==> config.mk <==
export PLATFORM = sky130hd
export DESIGN_NAME = dp_sequencer
export DESIGN_NICKNAME = d
export VERILOG_FILES = /design/src/rtl/dp_sequencer_pkg.sv /design/src/rtl/dp_instr_fifo.sv /design/src/rtl/dp_sequencer.sv
export SDC_FILE = /design/constraint.sdc
export NUM_CORES = 1
export LEC_CHECK = 0
export ABC_AREA = 1
export CORE_MARGIN = 4
export CORE_UTILIZATION = 54
export DETAILED_ROUTE_END_ITERATION = 16
export GPL_TIMING_DRIVEN = 0
export PLACE_DENSITY_LB_ADDON = 0.1
export SETUP_SLACK_MARGIN = 0.15
export SYNTH_ARGS = -nofsm -noshare
export SYNTH_HDL_FRONTEND = slang
export SYNTH_HIERARCHICAL = 1
export SYNTH_SLANG_ARGS = --single-unit
==> constraint.sdc <==
create_clock -name clk -period 2.4 [get_ports clk]
set_input_delay 0.36 -clock clk [delete_from_list [all_inputs] [get_ports clk]]
set_output_delay 0.36 -clock clk [all_outputs]
set_load 0.01 [all_outputs]
==> src/rtl/dp_sequencer_pkg.sv <==
// Shared definitions for the datapath instruction sequencer.
// Contents: instruction field widths, the packed instruction layout, the ALU32
// operation codes and the sequencer run/halt state encoding.
package dp_sequencer_pkg;

   localparam int unsigned INSTR_W = 10;
   localparam int unsigned OP_W    = 3;
   localparam int unsigned ADDR_W  = 2;

   // ALU32 operation encoding driven on ALUControl
   typedef enum logic [OP_W-1:0] {
      ALU_ADD = 3'b000,
      ALU_SUB = 3'b001,
      ALU_AND = 3'b010,
      ALU_OR  = 3'b011,
      ALU_XOR = 3'b100,
      ALU_SLT = 3'b101,
      ALU_SLL = 3'b110,
      ALU_NOR = 3'b111
   } alu_op_e;

   // Instruction word: [9]=skz, [8:6]=op, [5:4]=addr1, [3:2]=addr2, [1:0]=addr3
   typedef struct packed {
      logic              skz;
      logic [OP_W-1:0]   op;
      logic [ADDR_W-1:0] addr1;
      logic [ADDR_W-1:0] addr2;
      logic [ADDR_W-1:0] addr3;
   } instr_t;

   typedef enum logic {
      ST_RUN  = 1'b0,
      ST_HALT = 1'b1
   } seq_state_e;

endpackage

==> src/rtl/dp_instr_fifo.sv <==
// Synchronous instruction FIFO with synchronous active-high reset.
// Ports: clk, rst; push/din write side (ignored when full); pop/dout read side
// (dout shows the head entry, pop ignored when empty); full, empty status.
module dp_instr_fifo #(
   parameter int unsigned DEPTH = 4,
   parameter int unsigned WIDTH = 10
) (
   input  logic             clk,
   input  logic             rst,
   input  logic             push,
   input  logic [WIDTH-1:0] din,
   input  logic             pop,
   output logic [WIDTH-1:0] dout,
   output logic             full,
   output logic             empty
);

   localparam int unsigned PTR_W = (DEPTH > 1) ? $clog2(DEPTH) : 1;
   localparam int unsigned CNT_W = PTR_W + 1;
   localparam logic [CNT_W-1:0] DEPTH_CNT = CNT_W'(DEPTH);

   logic [WIDTH-1:0] mem [DEPTH];
   logic [PTR_W-1:0] wr_ptr;
   logic [PTR_W-1:0] rd_ptr;
   logic [CNT_W-1:0] count;
   logic             do_push;
   logic             do_pop;

   assign do_push = push & ~full;
   assign do_pop  = pop & ~empty;
   assign full    = (count == DEPTH_CNT);
   assign empty   = (count == '0);
   assign dout    = mem[rd_ptr];

   // Pointers wrap naturally because DEPTH is a power of two
   always_ff @(posedge clk) begin
      if (rst) begin
         wr_ptr <= '0;
         rd_ptr <= '0;
         count  <= '0;
      end else begin
         if (do_push) wr_ptr <= wr_ptr + PTR_W'(1);
         if (do_pop)  rd_ptr <= rd_ptr + PTR_W'(1);
         case ({do_push, do_pop})
            2'b10:   count <= count + CNT_W'(1);
            2'b01:   count <= count - CNT_W'(1);
            default: count <= count;
         endcase
      end
   end

   // Storage needs no reset; occupancy is tracked by count
   always_ff @(posedge clk) begin
      if (do_push) mem[wr_ptr] <= din;
   end

endmodule

==> src/rtl/dp_sequencer.sv <==
// Instruction sequencer for the 4x32 register-file + ALU32 datapath.
// Ports: clk, rst (sync, active-high); in_valid/in_instr/in_ready instruction
// intake; clear_fault leaves HALT; Zero/Overflow from the datapath for the
// instruction currently issued; ALUControl, addr1..3 (registered) and wr
// (combinational) to the datapath; busy, fault, retired, skipped status.
module dp_sequencer
   import dp_sequencer_pkg::*;
#(
   parameter int unsigned FIFO_DEPTH  = 4,
   parameter int unsigned CNT_W       = 16,
   parameter bit          TRAP_ON_OVF = 1'b1
) (
   input  logic               clk,
   input  logic               rst,
   input  logic               in_valid,
   input  logic [INSTR_W-1:0] in_instr,
   output logic               in_ready,
   input  logic               clear_fault,
   input  logic               Zero,
   input  logic               Overflow,
   output logic [OP_W-1:0]    ALUControl,
   output logic [ADDR_W-1:0]  addr1,
   output logic [ADDR_W-1:0]  addr2,
   output logic [ADDR_W-1:0]  addr3,
   output logic               wr,
   output logic               busy,
   output logic               fault,
   output logic [CNT_W-1:0]   retired,
   output logic [CNT_W-1:0]   skipped
);

   seq_state_e         state;
   logic [INSTR_W-1:0] fifo_q;
   instr_t             head;
   logic               fifo_full;
   logic               fifo_empty;
   logic               pop;
   logic               issue_valid;
   logic               issue_skz;
   logic               skip_pending;
   logic               trap;

   dp_instr_fifo #(
      .DEPTH (FIFO_DEPTH),
      .WIDTH (INSTR_W)
   ) u_fifo (
      .clk   (clk),
      .rst   (rst),
      .push  (in_valid),
      .din   (in_instr),
      .pop   (pop),
      .dout  (fifo_q),
      .full  (fifo_full),
      .empty (fifo_empty)
   );

   assign head = fifo_q;

   // A non-skipped issue that overflows is the trap event
   assign trap     = issue_valid & ~skip_pending & TRAP_ON_OVF & Overflow;
   assign wr       = issue_valid & ~skip_pending & ~(TRAP_ON_OVF & Overflow);
   // Trapping cycle holds the next instruction in the FIFO
   assign pop      = (state == ST_RUN) & ~fifo_empty & ~trap;
   assign in_ready = ~fifo_full;
   assign busy     = ~fifo_empty | issue_valid;
   assign fault    = (state == ST_HALT);

   // Issue register, skip tracking, counters and RUN/HALT state
   always_ff @(posedge clk) begin
      if (rst) begin
         state        <= ST_RUN;
         issue_valid  <= 1'b0;
         issue_skz    <= 1'b0;
         skip_pending <= 1'b0;
         ALUControl   <= '0;
         addr1        <= '0;
         addr2        <= '0;
         addr3        <= '0;
         retired      <= '0;
         skipped      <= '0;
      end else begin
         issue_valid <= pop;
         if (pop) begin
            ALUControl <= head.op;
            addr1      <= head.addr1;
            addr2      <= head.addr2;
            addr3      <= head.addr3;
            issue_skz  <= head.skz;
         end

         if (wr) retired <= retired + CNT_W'(1);

         // The shadowed instruction consumes the skip; it cannot arm a new one
         if (issue_valid & skip_pending) begin
            skipped      <= skipped + CNT_W'(1);
            skip_pending <= 1'b0;
         end else if (wr & issue_skz & Zero) begin
            skip_pending <= 1'b1;
         end

         case (state)
            ST_RUN:  if (trap) state <= ST_HALT;
            ST_HALT: if (clear_fault) state <= ST_RUN;
            default: state <= ST_RUN;
         endcase
      end
   end

endmodule

* Word level (Yosys, flattened, before mapping)
Memories as Yosys holds them, arrays and structs flattened. A register that Yosys moved wholly into a read port is not among the register bits.
Cells that the tools add are included.
** Storage, ports and cells
- Flip-flop bits (word level) :: 42
- Latch bits :: 0
- RAM bits :: 40
- ROM bits :: 0
- Output and inout port bits :: 45
- Memories :: 1
** Operators by class
- Add/sub/neg operators :: 6
- Multiply operators :: 0
- Div/mod/pow operators :: 0
- Magnitude comparators :: 0
- Equality and inequality tests :: 3
- Shifts and indexed selects :: 0
- Muxes and demuxes :: 6
- Bitwise gates (word level) :: 17
- Reduce and logical (&&, ||, !) cells :: 3
** Memories
- u_fifo.mem :: words 4, bits a word 10, read ports 1, clocked after memory_dff 1, write ports 1, line dp_instr_fifo.sv:22 : logic [WIDTH-1:0] mem [DEPTH];
** Operators by type and width (number)
- $add 16x1->16 const B :: 2
- $and 1x1->1 :: 10
- $not 1->1 :: 6
- $pmux 3 s2 :: 1
- $add 2x1->2 const B :: 2
- $mux 1 :: 4
- $add 3x1->3 const B :: 1
- $eq 3x3->1 const B :: 1
- $logic_not 3->1 :: 1
- $sub 3x1->3 const B :: 1
- $eq 2x1->1 const B :: 1
- $eq 2x2->1 const B :: 1
- $pmux 1 s2 :: 1
- $reduce_bool 2->1 :: 1
- $reduce_or 2->1 :: 1
- $or 1x1->1 :: 1

* Longest topological paths before layout
Gate-level depths: netlist (run 1).
- Depth in word-level cells :: 8
- Gate-level depth with buffers :: 18

* By module
Netlist (run 1), hierarchy kept.
** By module, submodules not included
- dp_sequencer :: times used 1, cells an instance 312, area an instance 2064.5 um^2, sequential area each 900.9 um^2
- dp_instr_fifo :: times used 1, cells an instance 167, area an instance 1983.2 um^2, sequential area each 1381.3 um^2

* Least setup slack after synthesis (run 1)
OpenSTA, ideal clock, no wires.
- Path kind :: register to register
- Start point :: register u_fifo.count[2]
- End point :: register u_fifo.count[2]
- Library setup time :: 113 ps
- Data arrival time :: 1966 ps
- Data required time :: 2287 ps
- Setup slack :: 321 ps
- Stages on the path, launching flop included :: 19
- Clock period less this slack :: 2079 ps
- Path through :: dfxtp_1 > inv_1 > nand2_2 > inv_1 > nor2_1 > nand2_1 > inv_1 > buf_2 > nand2_2 > inv_2 > ha_1 > inv_1 > fa_1 > inv_1 > nand2_1 > nand3_1 > nand2_1 > nand2_1 > nor2_1
** On the way
- Cells in the longest elaborated chain, start to end :: 7
- Elaborated cells between the ends (all ways) :: 14
- Those cells by class :: add/sub (2); eq/ne (3); mux (1); bitwise (6); reduce/logical (2)
** RTL lines
- start: declaration :: line dp_instr_fifo.sv:25 : logic [CNT_W-1:0] count;
- start signal: assignment :: line dp_instr_fifo.sv:45 : 2'b10: count <= count + CNT_W'(1);
- start signal: assignment :: line dp_instr_fifo.sv:46 : 2'b01: count <= count - CNT_W'(1);
- start signal: assignment :: line dp_instr_fifo.sv:47 : default: count <= count;
- $logic_not 3->1 * :: line dp_instr_fifo.sv:32 : assign empty = (count == '0);
- named net fifo_empty :: line dp_sequencer.sv:36 : logic fifo_empty;
- $not 1->1 * :: line dp_sequencer.sv:63 : assign pop = (state == ST_RUN) & ~fifo_empty & ~trap;
- $and 1x1->1 * (2 in series) :: line dp_sequencer.sv:63
- named net pop :: line dp_sequencer.sv:37 : logic pop;
- $and 1x1->1 * :: line dp_instr_fifo.sv:30 : assign do_pop = pop & ~empty;
- named net u_fifo.do_pop :: line dp_instr_fifo.sv:27 : logic do_pop;
- $eq 2x1->1 / $eq 2x2->1 (equally long branches) :: line dp_instr_fifo.sv:44 : case ({do_push, do_pop})
- $pmux 3 s2 / $reduce_bool 2->1 (equally long branches)
The timed path passes the listed nets; every way through them passes the cells marked *.
A chain may end at the register's enable or synchronous reset.

* Final worst setup path (run 1)
- Start point :: register u_fifo.count[1]
- End point :: register u_fifo.count[2]
The elaborated chain is that of the path after synthesis.

==> flow_summary.json, run 1 <==
{
  "status": "complete, no violations",
  "p_int_uw": 2800,
  "clock_path_buffers": 2,
  "cts_sinks": 94,
  "yosys-top-cells-area": "edfxtp_1 (30%), dfxtp_1 (27%), nor2_1 (9.1%), nand2_1 (7.0%), inv_1 (5.2%)",
  "hold_viol": 0,
  "area_growth_pct": 24.3,
  "via_count": 3385,
  "path_class": "reg2reg",
  "cts_tree": "yes",
  "drc_errors": 0,
  "maxSlewViolCount": 0,
  "drv_cap": 0,
  "drive_gt1_share_pct": 9.46,
  "slew_headroom_pct": 34.7,
  "rrSetupSlack_ps": 270,
  "numCtsBuffers": 9,
  "combPwrFrac_pct": 29.4,
  "root_buffer": "clkbuf_8",
  "fin_area_um2": 5030,
  "antenna_cells": 0,
  "ir_drop_mv": 0.451,
  "synthesis.instances": 479,
  "dpl_cell_area_um2": 4770,
  "pre_cts_ws_ps": -196,
  "rsz0062_at_grt": "no",
  "grt_max_degree": 20,
  "fin_nets": 579,
  "fin_crit_sh_pct": 88.7,
  "hold_end": "retired[4]",
  "syn_area_um2": 4050,
  "skew_ps": 9.19,
  "hp-class": "reg2reg",
  "fmaxAchievable_mhz": 470,
  "insertion_delay_ps": 360,
  "min_period_ps": 2130,
  "final_antenna_net_count": 0,
  "overflow": 0,
  "ys_warn_count": 6,
  "syn_area_per_cell_um2": 8.45,
  "r2r_end": "u_fifo/count[2]",
  "synth_top_area_share_pct": 29.7,
  "min-delay-start": "retired[4]",
  "drtIter0Drc": 138,
  "yosysSeqAreaShare_pct": 56.4,
  "core_um2": 7250,
  "setup_violations": 0,
  "antenna_found_initial": 0,
  "cp_max_fo": 3,
  "vias_per_cell": 5.14,
  "start_kind": "flop",
  "leakage_uw": 0.00186,
  "globalRouteTotalUtil_pct": 20.8,
  "yosysTopAreaCell": "edfxtp_1",
  "p_seq_share_pct": 46.4,
  "r2r-start": "u_fifo/count[1]",
  "p_clk_share_pct": 24.2,
  "wire_per_inst_um": 13.4,
  "worst_pin_slew_ps": 975,
  "dp_hpwl_um": 6220,
  "min_path_cells": 2,
  "clk_pin_slew_ps": 90,
  "io_buffer_count": 60,
  "sw_frac_of_total_pct": 34.0,
  "finalSetupTns_ps": 0,
  "end_kind": "flop",
  "fillers": 623,
  "power.density_nw_per_um2": 843,
  "crit_required_ps": 2660,
  "htreeDepth": 3,
  "synthDistinctLibCells": 28,
  "final_cell_mix": "nor2_1 (98), nand2_1 (76), clkdlybuf4s50_1 (60), inv_1 (54), dfxtp_1 (51)",
  "wl_um": 8850,
  "layout_setup_ws_ps": 270,
  "synth_fp_nets": 503,
  "start_util_pct": 55.8,
  "first_pass_iters": 6,
  "dieWidth_um": 94.6,
  "gp_congestion": 0.842,
  "rows": 31,
  "grt_first_pass_wirelength_um": 14300,
  "ioPinCount": 61,
  "die_area_um2": 8940,
  "final_common_cell": "nor2_1",
  "reg2reg_depth": 18,
  "grt_pass1_vias": 3097,
  "switchingPower_uw": 1440,
  "die_y_um": 94.6,
  "ys_seq_elements": 94,
  "worst_ep_arrival_time_ps": 2390
}
-- worst max-delay path, cell delays in order, from the launching register on --
cell and delay, ps:
dfxtp_2 370, nor2_4 50, nand2_2 80, inv_1 50
nor2_1 100, nand2_1 110, inv_2 90, buf_6 100
nand2_2 60, inv_2 60, ha_2 180, inv_1 70
fa_2 340, inv_1 70, nand2_1 70, nand3_2 80
nand2_1 60, nand2_1 60, nor2_1 40
-- through the flow --
step	instances	total power [uW]	hold WS, ps	utilization (%)
4_1_cts	655	4160	491	68.7
3_5_place_dp	638	3090	473	65.8
6_report	659	4240	485	69.4
5_1_grt	659	4500	526	69.4
3_3_place_gp	638	3040	464	65.8
2_1_floorplan	479	2660	429	-
-- per-layer routing --
metal	global-route usage, %	routed length (um)
met1	25.0	3810
met4	8.65	149
met2	37.0	4450
met3	3.43	437
met5	0	0
-- flip-flops by register name, indices dropped and copies added, names as in the netlist, named ones only --
register	cells
fault	1
u_fifo/count	3
u_fifo/mem	40
skip_pending	1
issue_skz	1
addr3	2
addr2	2
issue_valid	1
skipped	16
u_fifo/rd_ptr	2
addr1	2
ALUControl	3
u_fifo/wr_ptr	2
retired	16
-- synth_stat cells (all sizes together) --
library cell / n
nand2: 82
nand3: 18
o21a: 2
buf: 3
nor3: 7
clkbuf: 8
fa: 1
edfxtp: 40
nor3b: 3
nor2: 103
nand4: 7
dfxtp: 54
a31oi: 1
o22ai: 10
nand3b: 1
inv: 63
o21ai: 47
a21oi: 22
ha: 7
-- kinds of logic (layout without fill, tap and decap cells) --
kind of cell	Yosys count	after routing	share of synthesized area [%]
AO/OA/AOI/OAI	82	82	10.6
AND/OR/NAND/NOR	221	221	23.4
buffers and inverters	74	155	6.99
flip-flops	94	94	56.4
adder cells (fa/ha/maj)	8	8	2.66
-- power groups by stage --
stage / clock network, uW / logic, uW / registers [uW]
after floorplan: 0 / 660 / 2000
after global placement: 0 / 1050 / 1990
after detailed placement: 0 / 1090 / 2000
after CTS: 1050 / 1140 / 1960
after global routing: 1110 / 1400 / 1990
final: 1030 / 1240 / 1970
-- what timing repair did --
action                                  in CTS  in global routing
hold buffers                                 0                  0
endpoints found under the hold margin        0                  0
buffers inserted                             1                  4
pin swaps                                    0                  3
endpoints found under the setup margin       1                  3
resized for setup                            4                  8
-- how the worst max path moves through the flow --
stage / cells past startpoint / startpoint / endpoint / slack (ps)
2_1_floorplan: 18 / u_fifo/count[2] / u_fifo/count[2] / 320
3_3_place_gp: 16 / Overflow / u_fifo/count[2] / -130
3_5_place_dp: 16 / Overflow / u_fifo/count[2] / -200
4_1_cts: 5 / Overflow / wr / 190
5_1_grt: 18 / u_fifo/count[1] / u_fifo/count[2] / 90
6_report: 18 / u_fifo/count[1] / u_fifo/count[2] / 270
-- final cells by class --
class | count | area, um2 | area share (%)
Sequential cell | 94 | 2290 | 45.4
Timing Repair Buffer | 65 | 638 | 12.7
Clock inverter | 7 | 67.6 | 1.34
Buffer | 11 | 52.6 | 1.04
Tap cell | 99 | 124 | 2.46
Clock buffer | 9 | 124 | 2.46
Inverter | 63 | 239 | 4.75
Multi-Input combinational cell | 311 | 1500 | 29.8
Note: power is estimated with default switching activity, not from simulation.
==> inputs of run 2 (changes only) <==
CORE_MARGIN = default   (was 4)
==> flow_summary.json, run 2 (synthesis gave the netlist of run 1 again) <==
{
  "grtUsageMet2_pct": 41.9,
  "multiInputGateArea_um2": 1490,
  "end_kind": "output port",
  "grt_busiest_layer": "met2",
  "final_cell_mix": "nor2_1 (98), nand2_1 (76), clkdlybuf4s50_1 (60), inv_1 (56), dfxtp_1 (51)",
  "htreeDepth": 3,
  "worst_pin_slew_ps": 1010,
  "fin_crit_sh_pct": 89.9,
  "skew_ps": 11.1,
  "rsz0062_at_grt": "yes",
  "start_kind": "input pin",
  "hold_viol": 0,
  "status": "complete, no violations",
  "largest_register_ffs": 40,
  "antenna_found_initial": 0,
  "io_buffer_count": 60,
  "drive_gt1_share_pct": 8.59,
  "maxSlewViolCount": 0,
  "crit_required_ps": 2040,
  "final_common_cell": "nor2_1",
  "fillers": 607,
  "core_um2": 7250,
  "path_class": "in2out",
  "postCtsHoldBufs": 0,
  "crit_path_max_incr_delay_ps": 540,
  "area_growth_pct": 24.6,
  "cp_max_fo": 8,
  "ioPinCount": 61,
  "wire_per_inst_um": 13.1,
  "grt_max_degree": 18,
  "fmaxAchievable_mhz": 463,
  "fin_nets": 578,
  "root_buffer": "clkbuf_8",
  "ir_drop_mv": 0.635,
  "dp_hpwl_um": 6220,
  "rows": 31,
  "insertion_delay_ps": 350,
  "grt_pass1_vias": 3052,
  "crit_chain": "clkdlybuf4s50_1 > inv_1 > nand3_2 > inv_4 > clkdlybuf4s50_1",
  "die_area_um2": 7850,
  "gp_congestion": 0.840,
  "final_antenna_net_count": 0,
  "wl_um": 8630,
  "power.density_nw_per_um2": 854,
  "drtIter0Drc": 220,
  "min_period_ps": 2160,
  "numCtsBuffers": 9,
  "die_y_um": 88.6,
  "drv_cap": 0,
  "antenna_cells": 0,
  "start_util_pct": 55.8,
  "drc_errors": 0,
  "vias_per_cell": 5.13,
  "regArea_um2": 2290,
  "met3_usage_pct": 5.22,
  "setup_violations": 0,
  "clock_path_buffers": 2,
  "met1_usage_pct": 29.2,
  "slew_headroom_pct": 32.5,
  "cts_tree": "yes",
  "layout_setup_ws_ps": 242,
  "dieWidth_um": 88.6,
  "cts_sinks": 94,
  "leakage_uw": 0.00187,
  "crit_top_cell": "clkdlybuf4s50_1",
  "via_count": 3375,
  "overflow": 0,
  "cpMaxStageDelayCell": "clkdlybuf4s50_1",
  "grt_first_pass_wirelength_um": 13900,
  "largest_register": "u_fifo/mem",
  "first_pass_iters": 4,
  "clk_pin_slew_ps": 90,
  "pre_cts_ws_ps": -154,
  "globalRouteTotalUtil_pct": 23.6,
  "power_uw": 4310,
  "hp-class": "reg2reg",
  "top_regs": "u_fifo/mem (40), retired (16), skipped (16)",
  "post-route-util_pct": 69.5,
  "worst_ep_arrival_time_ps": 1800
}
-- run 2: cell count changes in the layout (fill, tap and decap cells not counted) --
cell       delta
inv_1         +2
ha_1          +1
ha_2          -1
nand3_1       +1
bufinv_16     +2
nand3_4       -1
clkinv_4      +1
inv_8         -3
inv_2         -2
buf_4         -1
-- run 2: area by class of cell --
class / count / share of cell area [%]
clock inverter: 7 / 2.03
inverter: 63 / 4.74
buffer: 11 / 1.04
multi-input combinational: 311 / 29.4
tap: 99 / 2.46
clock buffer: 9 / 2.46
timing repair buffer: 64 / 12.5
sequential: 94 / 45.3
-- run 2: metal layers --
layer  part of all wire, %  vias up
met5                     0        -
met4                   1.1        0
met3                   4.3        9
met2                    51       89
met1                    44     1567
li1                      -     1710
-- run 2: worst paths after layout --
check | from | to | slack, ps | cells past startpoint
setup / recovery | Overflow | wr | 240 | 5
hold / removal | retired[4] | retired[4] | 490 | 2
setup reg to reg | u_fifo/count[1] | u_fifo/count[2] | 340 | 17
hold reg to reg | retired[4] | retired[4] | 490 | 2
-- run 2: stage by stage --
step                setup TNS, ps  cell area, um2  std cells  hold slack (ps)
floorplan                       0            4050        479              429
global placement             -118            4770        638              465
detailed placement           -161            4770        638              477
CTS                             0            5000        654              495
global route                    0            5040        658              515
finish                          0            5040        658              490
-- run 2: power breakdown --
part | switching (uW) | total (uW) | internal, uW
logic | 677 | 1180 | 499
clock network | 570 | 1170 | 600
registers | 105 | 1960 | 1860
-- run 2: worst max-delay path, delay by kind of cell --
family | cells | cell delay [ps]
buffers and inverters | 4 | 1230
and+or+nand+nor | 1 | 190
-- run 2: repair_timing --
item | CTS | global route
resized for setup | 2 | 5
pin swaps | 0 | 1
cloned | 0 | 0
endpoints found under the setup margin | 1 | 2
setup buffers | 0 | 4
==> inputs of run 3 (changes only) <==
ABC_CLOCK_PERIOD_IN_PS = 2400   (was default)
CORE_UTILIZATION = 57   (was 54)
DONT_BUFFER_PORTS = 1   (was default)
==> flow_summary.json, run 3 (synthesis gave the netlist of run 1 again) <==
{
  "crit_top_cell": "nand2_1",
  "end_kind": "flop",
  "crit_path_max_incr_delay_ps": 380,
  "clk_pin_slew_ps": 100,
  "fmaxAchievable_mhz": 473,
  "clock_path_buffers": 2,
  "drv_cap": 0,
  "die_area_um2": 7440,
  "area_growth_pct": 8.84,
  "cts_sinks": 94,
  "start_util_pct": 59.2,
  "finalNonFillerCells": 594,
  "first_pass_iters": 4,
  "skew_ps": 9.86,
  "grt_first_pass_wirelength_um": 13100,
  "dp_hpwl_um": 5710,
  "min_period_ps": 2110,
  "grt_busiest_layer": "met2",
  "largest_register": "u_fifo/mem",
  "met1_usage_pct": 29.1,
  "leakage_uw": 0.00164,
  "power_uw": 3960,
  "path_class": "reg2reg",
  "overflow": 0,
  "met3_usage_pct": 6.10,
  "io_buffer_count": 0,
  "cp_max_fo": 6,
  "p_clk_share_pct": 25.9,
  "vias_per_cell": 5.18,
  "grt_pass1_vias": 2794,
  "cts_tree": "yes",
  "maxSlewViolCount": 0,
  "drtIter0Drc": 118,
  "finalSetupTns_ps": 0,
  "root_buffer": "clkbuf_8",
  "wire_per_inst_um": 13.8,
  "gp_congestion": 0.839,
  "grtUsageMet2_pct": 38.3,
  "dieWidth_um": 86.3,
  "p_int_uw": 2600,
  "antenna_found_initial": 0,
  "fin_nets": 517,
  "globalRouteTotalUtil_pct": 23.1,
  "numCtsBuffers": 9,
  "crit_required_ps": 2650,
  "htreeDepth": 3,
  "via_count": 3077,
  "ioPinCount": 61,
  "worst_ep_arrival_time_ps": 2370,
  "power.density_nw_per_um2": 899,
  "ir_drop_mv": 0.617,
  "status": "complete, no violations",
  "start_kind": "flop",
  "p_seq_share_pct": 50.5,
  "crit_chain": "nor2_4 > nand2_2 > inv_1 > nor2_1 > nand2_1 > inv_2 > buf_6 > nand2_2 > inv_2 > ha_1 > inv_1 > fa_2 > inv_1 > nand2_1 > nand3_1 > nand2_1 > nand2_1 > nor2_1",
  "hold_viol": 0,
  "sw_frac_of_total_pct": 34.3,
  "core_um2": 6830,
  "slew_headroom_pct": 35.9,
  "die_y_um": 86.3,
  "final_cell_mix": "nor2_1 (98), nand2_1 (76), inv_1 (55), dfxtp_1 (51), o21ai_0 (42)",
  "drive_gt1_share_pct": 9.64,
  "final_antenna_net_count": 0,
  "fin_crit_sh_pct": 88.1,
  "wl_um": 8180,
  "final_common_cell": "nor2_1",
  "setup_violations": 0,
  "cpMaxStageDelayCell": "dfxtp_4",
  "hp-class": "in2reg",
  "switchingPower_uw": 1360,
  "rsz0062_at_grt": "no",
  "timing.hold.ws_ps": 57.4,
  "drc_errors": 0,
  "post-route-util_pct": 64.5,
  "dpl.cell_count": 575,
  "rows": 30,
  "antenna_cells": 0,
  "grt_max_degree": 20,
  "insertion_delay_ps": 360,
  "worst_pin_slew_ps": 958,
  "combPwrFrac_pct": 23.6,
  "top_regs": "u_fifo/mem (40), retired (16), skipped (16)",
  "largest_register_ffs": 40
}
==> run 3: changes by cell type in the layout (fill, tap and decap cells not counted), moves of 2 or more <==
cell             before  now
bufinv_16             2    0
clkdlybuf4s50_1      60    0
inv_2                 6    8
inv_6                 3    1
inv_8                 0    3
==> run 3: layout make-up <==
type,instances,area (um2)
plain buffers,11,52.6
clock buffers,9,124
clock inverters,7,76.3
fillers,594,2430
inverters,63,236
multi-input cells,311,1490
flip-flops and latches,94,2290
well taps,96,120
repair buffers,3,22.5
==> run 3: critical path, delay by kind of cell (launching register included) <==
family / cells / cell delay [ps]
fa+ha+maj: 2 / 500
buf+inv: 6 / 470
flops: 1 / 380
simple gates: 10 / 680
==> run 3: power groups by stage <==
stage	logic, uW	clock network [uW]	registers [uW]
2_1_floorplan	660	0	2000
3_3_place_gp	825	0	2030
3_5_place_dp	855	0	2040
4_1_cts	879	1060	2000
5_1_grt	1050	1130	2020
6_report	936	1030	2000
==> run 3: worst paths after layout <==
kind | start | endpoint | slack [ps] | cells after the start
worst max register to register | u_fifo/count[1] | u_fifo/count[2] | 290 | 18
worst min-delay path | rst | u_fifo/wr_ptr[1] | 60 | 1
worst min register to register | u_fifo/rd_ptr[1] | u_fifo/rd_ptr[1] | 500 | 2
worst max-delay path | u_fifo/count[1] | u_fifo/count[2] | 290 | 18
==> run 3: what timing repair did <==
action	in CTS	in global routing
pin swaps	0	1
setup endpoints to repair	1	1
gates resized for setup	5	3
buffers inserted	0	3
hold buffers	0	0
==> run 3: through the flow <==
stage               area (um2)  worst slack [ps]
floorplan                 4050               321
global placement          4170               125
detailed placement        4170              30.5
CTS                       4380               163
global route              4410               168
finish                    4410               286
==> run 3: metal layers <==
metal / part of all wire, % / routed length [um] / up-vias
met2: 49 / 4030 / 73
met5: 0 / 0 / -
met4: 0.59 / 48 / 0
met1: 44 / 3630 / 1409
met3: 5.7 / 464 / 4
li1: - / - / 1591
